===== src/rtl/pipe_skid_stage_reg_if.sv =====
// pipe_skid_stage_reg_if
//   Handshake bundle between fetch, the IF/ID skid stage and decode.
//   master : driven by the environment (fetch offer, flush, decode ready)
//   slave  : the skid stage itself
//   Signals:
//     in_valid/in_ready/in_pc/in_instr  - fetch offer and acceptance
//     flush                             - squash all held entries
//     out_valid/out_ready/out_pc/out_instr - head entry towards decode
//     occupancy                         - valid entries held (0..2)
//     flush_count                       - saturating count of squashed entries
interface pipe_skid_stage_reg_if #(
  parameter int unsigned DATA_W = 32,
  parameter int unsigned PC_W   = 32,
  parameter int unsigned CNT_W  = 16
) ();
  logic              in_valid;
  logic              in_ready;
  logic [PC_W-1:0]   in_pc;
  logic [DATA_W-1:0] in_instr;
  logic              flush;
  logic              out_valid;
  logic              out_ready;
  logic [PC_W-1:0]   out_pc;
  logic [DATA_W-1:0] out_instr;
  logic [1:0]        occupancy;
  logic [CNT_W-1:0]  flush_count;

  modport master (
    output in_valid, in_pc, in_instr, flush, out_ready,
    input  in_ready, out_valid, out_pc, out_instr, occupancy, flush_count
  );

  modport slave (
    input  in_valid, in_pc, in_instr, flush, out_ready,
    output in_ready, out_valid, out_pc, out_instr, occupancy, flush_count
  );
endinterface


===== src/rtl/pipe_skid_stage_reg.sv =====
// pipe_skid_stage_reg
//   Two-entry IF/ID skid buffer. Head register M drives decode, skid
//   register S catches the one instruction that arrives while decode is
//   stalling. Flush empties both and counts discarded valid entries.
//   Ports:
//     clk   - rising-edge clock
//     reset - asynchronous, active-high
//     bus   - pipe_skid_stage_reg_if.slave handshake bundle
//   All outputs come from registers or state decode; no in_* -> out_* path.
module pipe_skid_stage_reg #(
  parameter int unsigned       DATA_W    = 32,
  parameter int unsigned       PC_W      = 32,
  parameter logic [DATA_W-1:0] NOP_INSTR = {DATA_W{1'b0}},
  parameter int unsigned       CNT_W     = 16
) (
  input  logic                  clk,
  input  logic                  reset,
  pipe_skid_stage_reg_if.slave  bus
);

  typedef enum logic [1:0] {
    EMPTY = 2'd0,
    ONE   = 2'd1,
    FULL  = 2'd2
  } state_e;

  state_e            state_q, state_d;
  logic [PC_W-1:0]   m_pc_q, m_pc_d;
  logic [DATA_W-1:0] m_instr_q, m_instr_d;
  logic [PC_W-1:0]   s_pc_q, s_pc_d;
  logic [DATA_W-1:0] s_instr_q, s_instr_d;
  logic [CNT_W-1:0]  flush_count_q, flush_count_d;

  logic              accept;
  logic              pop;
  logic [1:0]        occ;
  logic [1:0]        squashed;
  logic [CNT_W+1:0]  cnt_sum;

  always_comb begin
    case (state_q)
      ONE:     occ = 2'd1;
      FULL:    occ = 2'd2;
      default: occ = 2'd0;
    endcase
  end

  assign accept = bus.in_valid & (state_q != FULL);
  assign pop    = (state_q != EMPTY) & bus.out_ready;

  // An entry popped in the flush cycle reaches decode, so it is not squashed.
  assign squashed = occ - {1'b0, pop};
  // Two guard bits so the saturation test sees any overflow, even for tiny CNT_W.
  assign cnt_sum  = {2'b00, flush_count_q} + {{CNT_W{1'b0}}, squashed};

  always_comb begin
    state_d       = state_q;
    m_pc_d        = m_pc_q;
    m_instr_d     = m_instr_q;
    s_pc_d        = s_pc_q;
    s_instr_d     = s_instr_q;
    flush_count_d = flush_count_q;

    if (bus.flush) begin
      state_d   = EMPTY;
      m_pc_d    = '0;
      m_instr_d = NOP_INSTR;
      s_pc_d    = '0;
      s_instr_d = NOP_INSTR;
      if (cnt_sum[CNT_W+1:CNT_W] != 2'b00) flush_count_d = '1;
      else                                 flush_count_d = cnt_sum[CNT_W-1:0];
    end else begin
      case (state_q)
        EMPTY: begin
          if (accept) begin
            m_pc_d    = bus.in_pc;
            m_instr_d = bus.in_instr;
            state_d   = ONE;
          end
        end
        ONE: begin
          if (accept && pop) begin
            m_pc_d    = bus.in_pc;
            m_instr_d = bus.in_instr;
          end else if (accept) begin
            s_pc_d    = bus.in_pc;
            s_instr_d = bus.in_instr;
            state_d   = FULL;
          end else if (pop) begin
            m_pc_d    = '0;
            m_instr_d = NOP_INSTR;
            state_d   = EMPTY;
          end
        end
        FULL: begin
          if (pop) begin
            m_pc_d    = s_pc_q;
            m_instr_d = s_instr_q;
            s_pc_d    = '0;
            s_instr_d = NOP_INSTR;
            state_d   = ONE;
          end
        end
        default: begin
          state_d   = EMPTY;
          m_pc_d    = '0;
          m_instr_d = NOP_INSTR;
          s_pc_d    = '0;
          s_instr_d = NOP_INSTR;
        end
      endcase
    end
  end

  always_ff @(posedge clk or posedge reset) begin
    if (reset) begin
      state_q       <= EMPTY;
      m_pc_q        <= '0;
      m_instr_q     <= NOP_INSTR;
      s_pc_q        <= '0;
      s_instr_q     <= NOP_INSTR;
      flush_count_q <= '0;
    end else begin
      state_q       <= state_d;
      m_pc_q        <= m_pc_d;
      m_instr_q     <= m_instr_d;
      s_pc_q        <= s_pc_d;
      s_instr_q     <= s_instr_d;
      flush_count_q <= flush_count_d;
    end
  end

  assign bus.in_ready    = (state_q != FULL);
  assign bus.out_valid   = (state_q != EMPTY);
  assign bus.out_pc      = m_pc_q;
  assign bus.out_instr   = m_instr_q;
  assign bus.occupancy   = occ;
  assign bus.flush_count = flush_count_q;

endmodule


===== src/flat_wrapper.sv =====
// flat-port wrapper written by rule: the top's interface ports become plain ports
module pipe_skid_stage_reg_flat 
#(
  parameter int unsigned       DATA_W    = 32,
  parameter int unsigned       PC_W      = 32,
  parameter logic [DATA_W-1:0] NOP_INSTR = {DATA_W{1'b0}},
  parameter int unsigned       CNT_W     = 16
)
  (clk, reset, bus_in_valid, bus_in_pc, bus_in_instr, bus_flush, bus_out_ready, bus_in_ready, bus_out_valid, bus_out_pc, bus_out_instr, bus_occupancy, bus_flush_count);
  pipe_skid_stage_reg_if #(.DATA_W(DATA_W), .PC_W(PC_W), .CNT_W(CNT_W)) bus_i ();
  input  logic clk;
  input  logic reset;
  input wire logic [$bits(bus_i.in_valid)-1:0] bus_in_valid;
  input wire logic [$bits(bus_i.in_pc)-1:0] bus_in_pc;
  input wire logic [$bits(bus_i.in_instr)-1:0] bus_in_instr;
  input wire logic [$bits(bus_i.flush)-1:0] bus_flush;
  input wire logic [$bits(bus_i.out_ready)-1:0] bus_out_ready;
  output wire logic [$bits(bus_i.in_ready)-1:0] bus_in_ready;
  output wire logic [$bits(bus_i.out_valid)-1:0] bus_out_valid;
  output wire logic [$bits(bus_i.out_pc)-1:0] bus_out_pc;
  output wire logic [$bits(bus_i.out_instr)-1:0] bus_out_instr;
  output wire logic [$bits(bus_i.occupancy)-1:0] bus_occupancy;
  output wire logic [$bits(bus_i.flush_count)-1:0] bus_flush_count;
  assign bus_i.in_valid = bus_in_valid;
  assign bus_i.in_pc = bus_in_pc;
  assign bus_i.in_instr = bus_in_instr;
  assign bus_i.flush = bus_flush;
  assign bus_i.out_ready = bus_out_ready;
  assign bus_in_ready = bus_i.in_ready;
  assign bus_out_valid = bus_i.out_valid;
  assign bus_out_pc = bus_i.out_pc;
  assign bus_out_instr = bus_i.out_instr;
  assign bus_occupancy = bus_i.occupancy;
  assign bus_flush_count = bus_i.flush_count;
  pipe_skid_stage_reg #(.DATA_W(DATA_W), .PC_W(PC_W), .NOP_INSTR(NOP_INSTR), .CNT_W(CNT_W)) u_core (.clk(clk), .reset(reset), .bus(bus_i));
endmodule

===== config.mk =====
export PLATFORM = sky130hd
export DESIGN_NAME = pipe_skid_stage_reg_flat
export DESIGN_NICKNAME = d
export VERILOG_FILES = /design/src/rtl/pipe_skid_stage_reg_if.sv /design/src/rtl/pipe_skid_stage_reg.sv /design/src/flat_wrapper.sv
export SDC_FILE = /design/constraint.sdc
export NUM_CORES = 1
export LEC_CHECK = 0
export CORE_MARGIN = 5
export CORE_UTILIZATION = 40
export DETAILED_ROUTE_END_ITERATION = 7
export PLACE_DENSITY_LB_ADDON = 0.08
export RECOVER_POWER = 100
export SYNTH_ARGS = -nofsm -noshare
export SYNTH_HDL_FRONTEND = slang
export SYNTH_SLANG_ARGS = --single-unit

===== constraint.sdc =====
create_clock -name clk -period 7.3 [get_ports clk]
set_input_delay 1.825 -clock clk [delete_from_list [all_inputs] [get_ports clk]]
set_output_delay 1.825 -clock clk [all_outputs]
set_load 0.03 [all_outputs]

## Word level (Yosys, flattened, before mapping)

Index checks and enable logic that the tools add are counted.

- Register bits after elaboration: 146
- Output and inout port bits: 84
- Logic and storage cells: 55
- Bits of input ports: 69

- Multiplexer cells: 27
- Bitwise operators: 2
- $add $sub $neg: 2
- Reductions and logical operators: 7
- Equality and inequality tests: 11

Operator list:

| operator | count |
|---|---|
| $mux 32 | 14 |
| $pmux 32 s3 | 4 |
| $add 16x2->17 | 1 |
| $mux 16 | 1 |
| $mux 2 | 6 |
| $reduce_and 4->1 | 3 |
| $ne 3x2->1 const B | 3 |
| $ne 4x2->1 const B | 2 |
| $pmux 2 s3 | 1 |
| $ne 2x2->1 const B | 2 |
| $ne 4x4->1 const B | 1 |
| $pmux 2 s2 | 1 |
| $reduce_bool 2->1 | 2 |
| $ne 3x3->1 const B | 1 |
| $and 1x1->1 | 2 |
| $eq 2x1->1 const B | 1 |
| $eq 2x2->1 const B | 1 |
| $logic_not 2->1 | 1 |
| $sub 2x1->2 | 1 |
| $logic_and 1x1->1 | 1 |

## Logic depth before layout (Yosys ltp)

- Word-level depth: 7
- Depth in mapped cells: 12
- Depth with buffers taken out: 10

## Worst setup path before layout

OpenSTA, ideal clock, no wires.

- Kind: input to register
- From: input bus_out_ready
- To: register u_core.flush_count_q[13], in the netlist u_core.bus.flush_count[13]
- Cell stages on the path: 9
- Library setup time: 0.069 ns
- Setup slack: 3.358 ns
- Required time: 7.231 ns
- Buffers on the path: 1
- Arrival: 3.873 ns
- Cell sequence: buf_2 > and2_1 > ha_1 > xor2_1 > ha_1 > a21oi_1 > or4_4 > or4b_1 > nand3_1

- Word-level cells in the longest chain between the ends: 5

Ends and longest elaborated chain:

| item | RTL line | RTL |
|---|---|---|
| start: declaration | flat_wrapper.sv:17 | `input wire logic [$bits(bus_i.out_ready)-1:0] bus_out_ready;` |
| $and 1x1->1 (*) | pipe_skid_stage_reg.sv:49 | `assign pop = (state_q != EMPTY) & bus.out_ready;` |
| $sub 2x1->2 (*) | pipe_skid_stage_reg.sv:52 | `assign squashed = occ - {1'b0, pop};` |
| $add 16x2->17 (*) | pipe_skid_stage_reg.sv:54 | `assign cnt_sum = {2'b00, flush_count_q} + {{CNT_W{1'b0}}, squashed};` |
| $reduce_bool 2->1 | pipe_skid_stage_reg.sv:70 | `if (cnt_sum[CNT_W+1:CNT_W] != 2'b00) flush_count_d = '1;` |
| $mux 16 (*) | pipe_skid_stage_reg.sv:70 |  |
| end signal: assignment | pipe_skid_stage_reg.sv:129 | `flush_count_q <= flush_count_d;` |
| end: declaration | pipe_skid_stage_reg.sv:32 | `logic [CNT_W-1:0] flush_count_q, flush_count_d;` |

Every way passes the cells marked *; elsewhere a longest branch is shown, timed or not.
A chain may end at the register's enable or synchronous reset.

## Worst setup path after layout

- From: register u_core.state_q[1]
- To: output bus_occupancy[1]

- Word-level cells in the longest chain between the ends: 2
- Elaborated cells on any way between the ends: 3
- Those cells by class: eq/ne (2); mux (1)

Ends and longest elaborated chain:

| item | RTL line | RTL |
|---|---|---|
| start: declaration | pipe_skid_stage_reg.sv:27 | `state_e state_q, state_d;` |
| start signal: assignment | pipe_skid_stage_reg.sv:124 | `state_q <= state_d;` |
| $eq 2x2->1 / $eq 2x1->1 (equally long branches) | pipe_skid_stage_reg.sv:41 | `case (state_q)` |
| $pmux 2 s2 (*) | pipe_skid_stage_reg.sv:41 |  |
| end: declaration | flat_wrapper.sv:22 | `output wire logic [$bits(bus_i.occupancy)-1:0] bus_occupancy;` |

Marks and branches as above.

==> summary.txt <==
Worst setup path
  – Crit end category: output port
  – Worst R2R End: u_core.s_pc_q[25]$_DFFE_PP0P_
  – Max incr delay on CP: 1310 ps
  – Max FO, Critical Path: 35
  – Slowest cell on the critical path: clkbuf_1
  – Worst Path Arrival: approximately 4000 ps
  – Path depth of the worst reg2reg path: 6
  – CP Launch Type: flop
  – Reg2reg setup slack: 3170 ps
  – WP data required: approximately 5500 ps
  – Crit-path cells: nor2b_4 -> clkbuf_1 -> clkdlybuf4s50_1
  – Crit Path Category: reg -> out
  – Worst R2R Start: u_core.state_q[1]$_DFFE_PP0P_

Global routing
  – Antenna violations before repair: 0
  – GRT Residual Overflow: 0
  – Largest net degree at the start of global routing: 77
  – First-pass GRT wire length: 28,600 um
  – Met1 usage: 25.2%
  – Grt met2 use: 28.6%
  – Busiest layer in global routing: met2
  – Met3 usage: 5.15%
  – Vias in the first global route: 5,375
  – Global-route usage over all layers: 18.5%

Cells and area
  – Area of the multi-input gates: 0.00250 mm2
  – Post-Layout Cell Count: between 900 and 1,000
  – Layout cells sized above 1: between 5 and 6%
  – P&R area growth vs syn: 33.7%
  – Seq. cell area: between 0.003 and 0.004 mm2
  – Final core utilization: 53.8%
  – Diode count: 0
  – # fillers: 1,384
  – Nets: roughly 810

STA
  – Setup violators final: 0
  – Crit share post-route: 79.2%
  – Fmax: approximately 0.17 GHz
  – Setup tns final: 0 ps
  – Final Hold Viols: 0
  – Fin. max-slew vios: 213
  – RSZ-0062 raised after global routing: false
  – Worst hold slack: 482 ps
  – Max-slew headroom: -130%
  – Clock Skew: 7.17 ps
  – Clock period minus final worst setup slack: 5780 ps
  – Worst-margin pin slew: 3430 ps

Status
  – Run status: complete, but fails checks
  – Failing checks: max-capacitance violations, max-slew violations

Drt
  – DRC viols: 0
  – DRT antenna net count: 0
  – Routed WL: 17,400 um
  – WL per Instance: around 18 um
  – DR pass1 iterations: 4
  – Initial drt markers: 256
  – Via/cell ratio: 5.23
  – Via count: 5,072

Placed design
  – Port Buf Inserts: 152
  – Hpwl dp: 11,000 um
  – Dpl cells: roughly 940
  – Placer Congestion: 0.734

Synthesis
  – Number of synthesized flops with an enable pin: 0
  – Syn_nets: 677
  – Syn. warnings: 0
  – Post-synthesis sequential area ratio: 55.4%
  – Synth Instances: 604
  – Post-Syn Area: 0.00660 mm2
  – Register bit total from synthesis: 146
  – Synth Area per Inst: ~11 um2
  – Post-synth ARST share: 100%
  – Ys flop type: dfrtp_1
  – Netlist cell types: 36

Run
  – Max Cap Violations: 5

Worst hold path
  – Hold Crit Start: u_core.bus.out_pc[12]$_DFFE_PP0P_
  – Hold path cells: 1
  – Worst hold-check path type: reg -> reg
  – Sink of the worst hold path: u_core.bus.out_pc[12]$_DFFE_PP0P_

Power and ir drop
  – Switching share of total power: 28.8%
  – Logic pwr share: 19.0%
  – Internal power: 1.52 mW
  – Clock Power Share: 37.7%
  – Reg power frac: between 40% and 50%
  – VDD IR max: 247 uV
  – Leak: 3.99 nW
  – PD cells: roughly 240 mW/mm2
  – Psw: 0.615 mW

Floorplan
  – IO Pins: approximately 150
  – Initial Util: 40.2%
  – Core area: 0.0164 mm2
  – Die Height: 138 um
  – Row count: 47
  – Die width: around 140 um
  – Die footprint: 0.0192 mm2

Clock tree
  – # Post-CTS Setup Buffers: 0
  – Reg clk slew, reported paths: 60 ps
  – CTS tree: yes
  – Clk_lat worst skew: 420 ps
  – CTS Buffer Depth: 2
  – Clock sink count: 146
  – Post-CTS Resized: 0
  – Clk root buf: clkbuf_16
  – Cts hold-fix bufs: 0
  – Total CTS buffers: 17
  – H-tree depth: 4
cell families after synthesis:
group	Yosys count	synth area share, %
adder cells (fa/ha/maj)	4	0.872
XOR/XNOR	8	1.06
multiplexers	67	10.2
buffers and inverters	117	6.94
AND/OR/NAND/NOR	116	8.08
flip-flops	146	55.4
AO/OA/AOI/OAI	146	17.5
placed cells by master, fill, tap and decap left out, drive strengths merged, types with 2 or more instances in the layout:
master and n:
a21oi 6, a22oi 64, a31oi 2, a41oi 2
buf 5, clkbuf 29, clkdlybuf4s50 67, clkinv 3
clkinvlp 2, dfrtp 146, dlygate4sd3 85, ha 3
inv 72, mux2i 67, nand2 78, nand3 5
nand4 3, nor2 10, nor2b 4, nor3 4
nor4 3, o21ai 4, o2bb2ai 65, or4 2
xnor2 6, xor2 2
through the flow:
| stage | power, mW | setup slack [ps] | cell area (um2) |
|---|---|---|---|
| finish | 2.13 | 1520 | 8820 |
| floorplan | 1.17 | 1550 | 6600 |
| detailed placement | 1.36 | 2420 | 8300 |
| global placement | 1.36 | 2570 | 8300 |
| CTS | 2.18 | 2410 | 8850 |
| global route | 2.23 | 1330 | 8820 |
registers in the layout (all words and copies together) (netlist names):
name,flops
u_core.bus.flush_count,16
u_core.bus.out_instr,32
u_core.state_q,2
u_core.s_pc_q,32
u_core.bus.out_pc,32
u_core.s_instr_q,32
cells in the mapped netlist, types with 2 or more instances:
cell type    n  area, um2
o21ai_0      4       20.0
buf_2       15       75.1
nand2_1     78        293
clkbuf_1    29        109
a41oi_1      2       17.5
nand4_1      2       12.5
mux2i_1     67        671
nor2_1       7       26.3
nor3_1       4       20.0
a21oi_1      6       30.0
nor2b_1      4       25.0
a31oi_1      2       12.5
xnor2_1      6       52.6
o2bb2ai_1   65        569
xor2_1       2       17.5
dfrtp_1    146       3650
nand3_1      5       25.0
nor4_1       3       18.8
ha_1         3       37.5
a22oi_1     64        480
inv_1       73        274
nor2_2       3       18.8
power by group through the flow:
stage	Combinational, mW	Clock, mW	Sequential [mW]
global route	0.440	0.860	0.930
global placement	0.420	0	0.936
CTS	0.428	0.824	0.925
detailed placement	0.426	0	0.937
floorplan	0.168	0	1.00
finish	0.405	0.805	0.923
routing by layer:
| layer | share of wire, % | up-vias |
|---|---|---|
| met2 | 45 | 155 |
| li1 | - | 2396 |
| met5 | 0 | - |
| met4 | 1.7 | 0 |
| met3 | 5.5 | 22 |
| met1 | 48 | 2499 |
critical path, delay by kind of cell (launching register included):
| family | cells | cell delay, ps |
|---|---|---|
| AND/OR/NAND/NOR | 1 | 810 |
| buffers and inverters | 2 | 2220 |
| flip-flops | 1 | 460 |
layout make-up:
class | count | share of cell area (%)
Tap cell | 220 | 3.12
Multi-Input combinational cell | 341 | 28.4
Clock inverter | 4 | 0.255
Timing Repair Buffer | 159 | 17.8
Inverter | 73 | 3.12
Sequential cell | 146 | 41.4
Clock buffer | 27 | 5.93
worst max path at each step:
| stage | from | end | depth (start not counted) |
|---|---|---|---|
| 2_1_floorplan | reset | u_core.bus.flush_count[0]$_DFFE_PP0P_ | 1 |
| 3_3_place_gp | bus_out_ready | u_core.bus.flush_count[15]$_DFFE_PP0P_ | 10 |
| 3_5_place_dp | bus_out_ready | u_core.bus.flush_count[15]$_DFFE_PP0P_ | 9 |
| 4_1_cts | u_core.state_q[1]$_DFFE_PP0P_ | bus_occupancy[1] | 3 |
| 5_1_grt | u_core.state_q[1]$_DFFE_PP0P_ | bus_occupancy[1] | 3 |
| 6_report | u_core.state_q[1]$_DFFE_PP0P_ | bus_occupancy[1] | 3 |
Note: power is estimated with default switching activity, not from simulation.
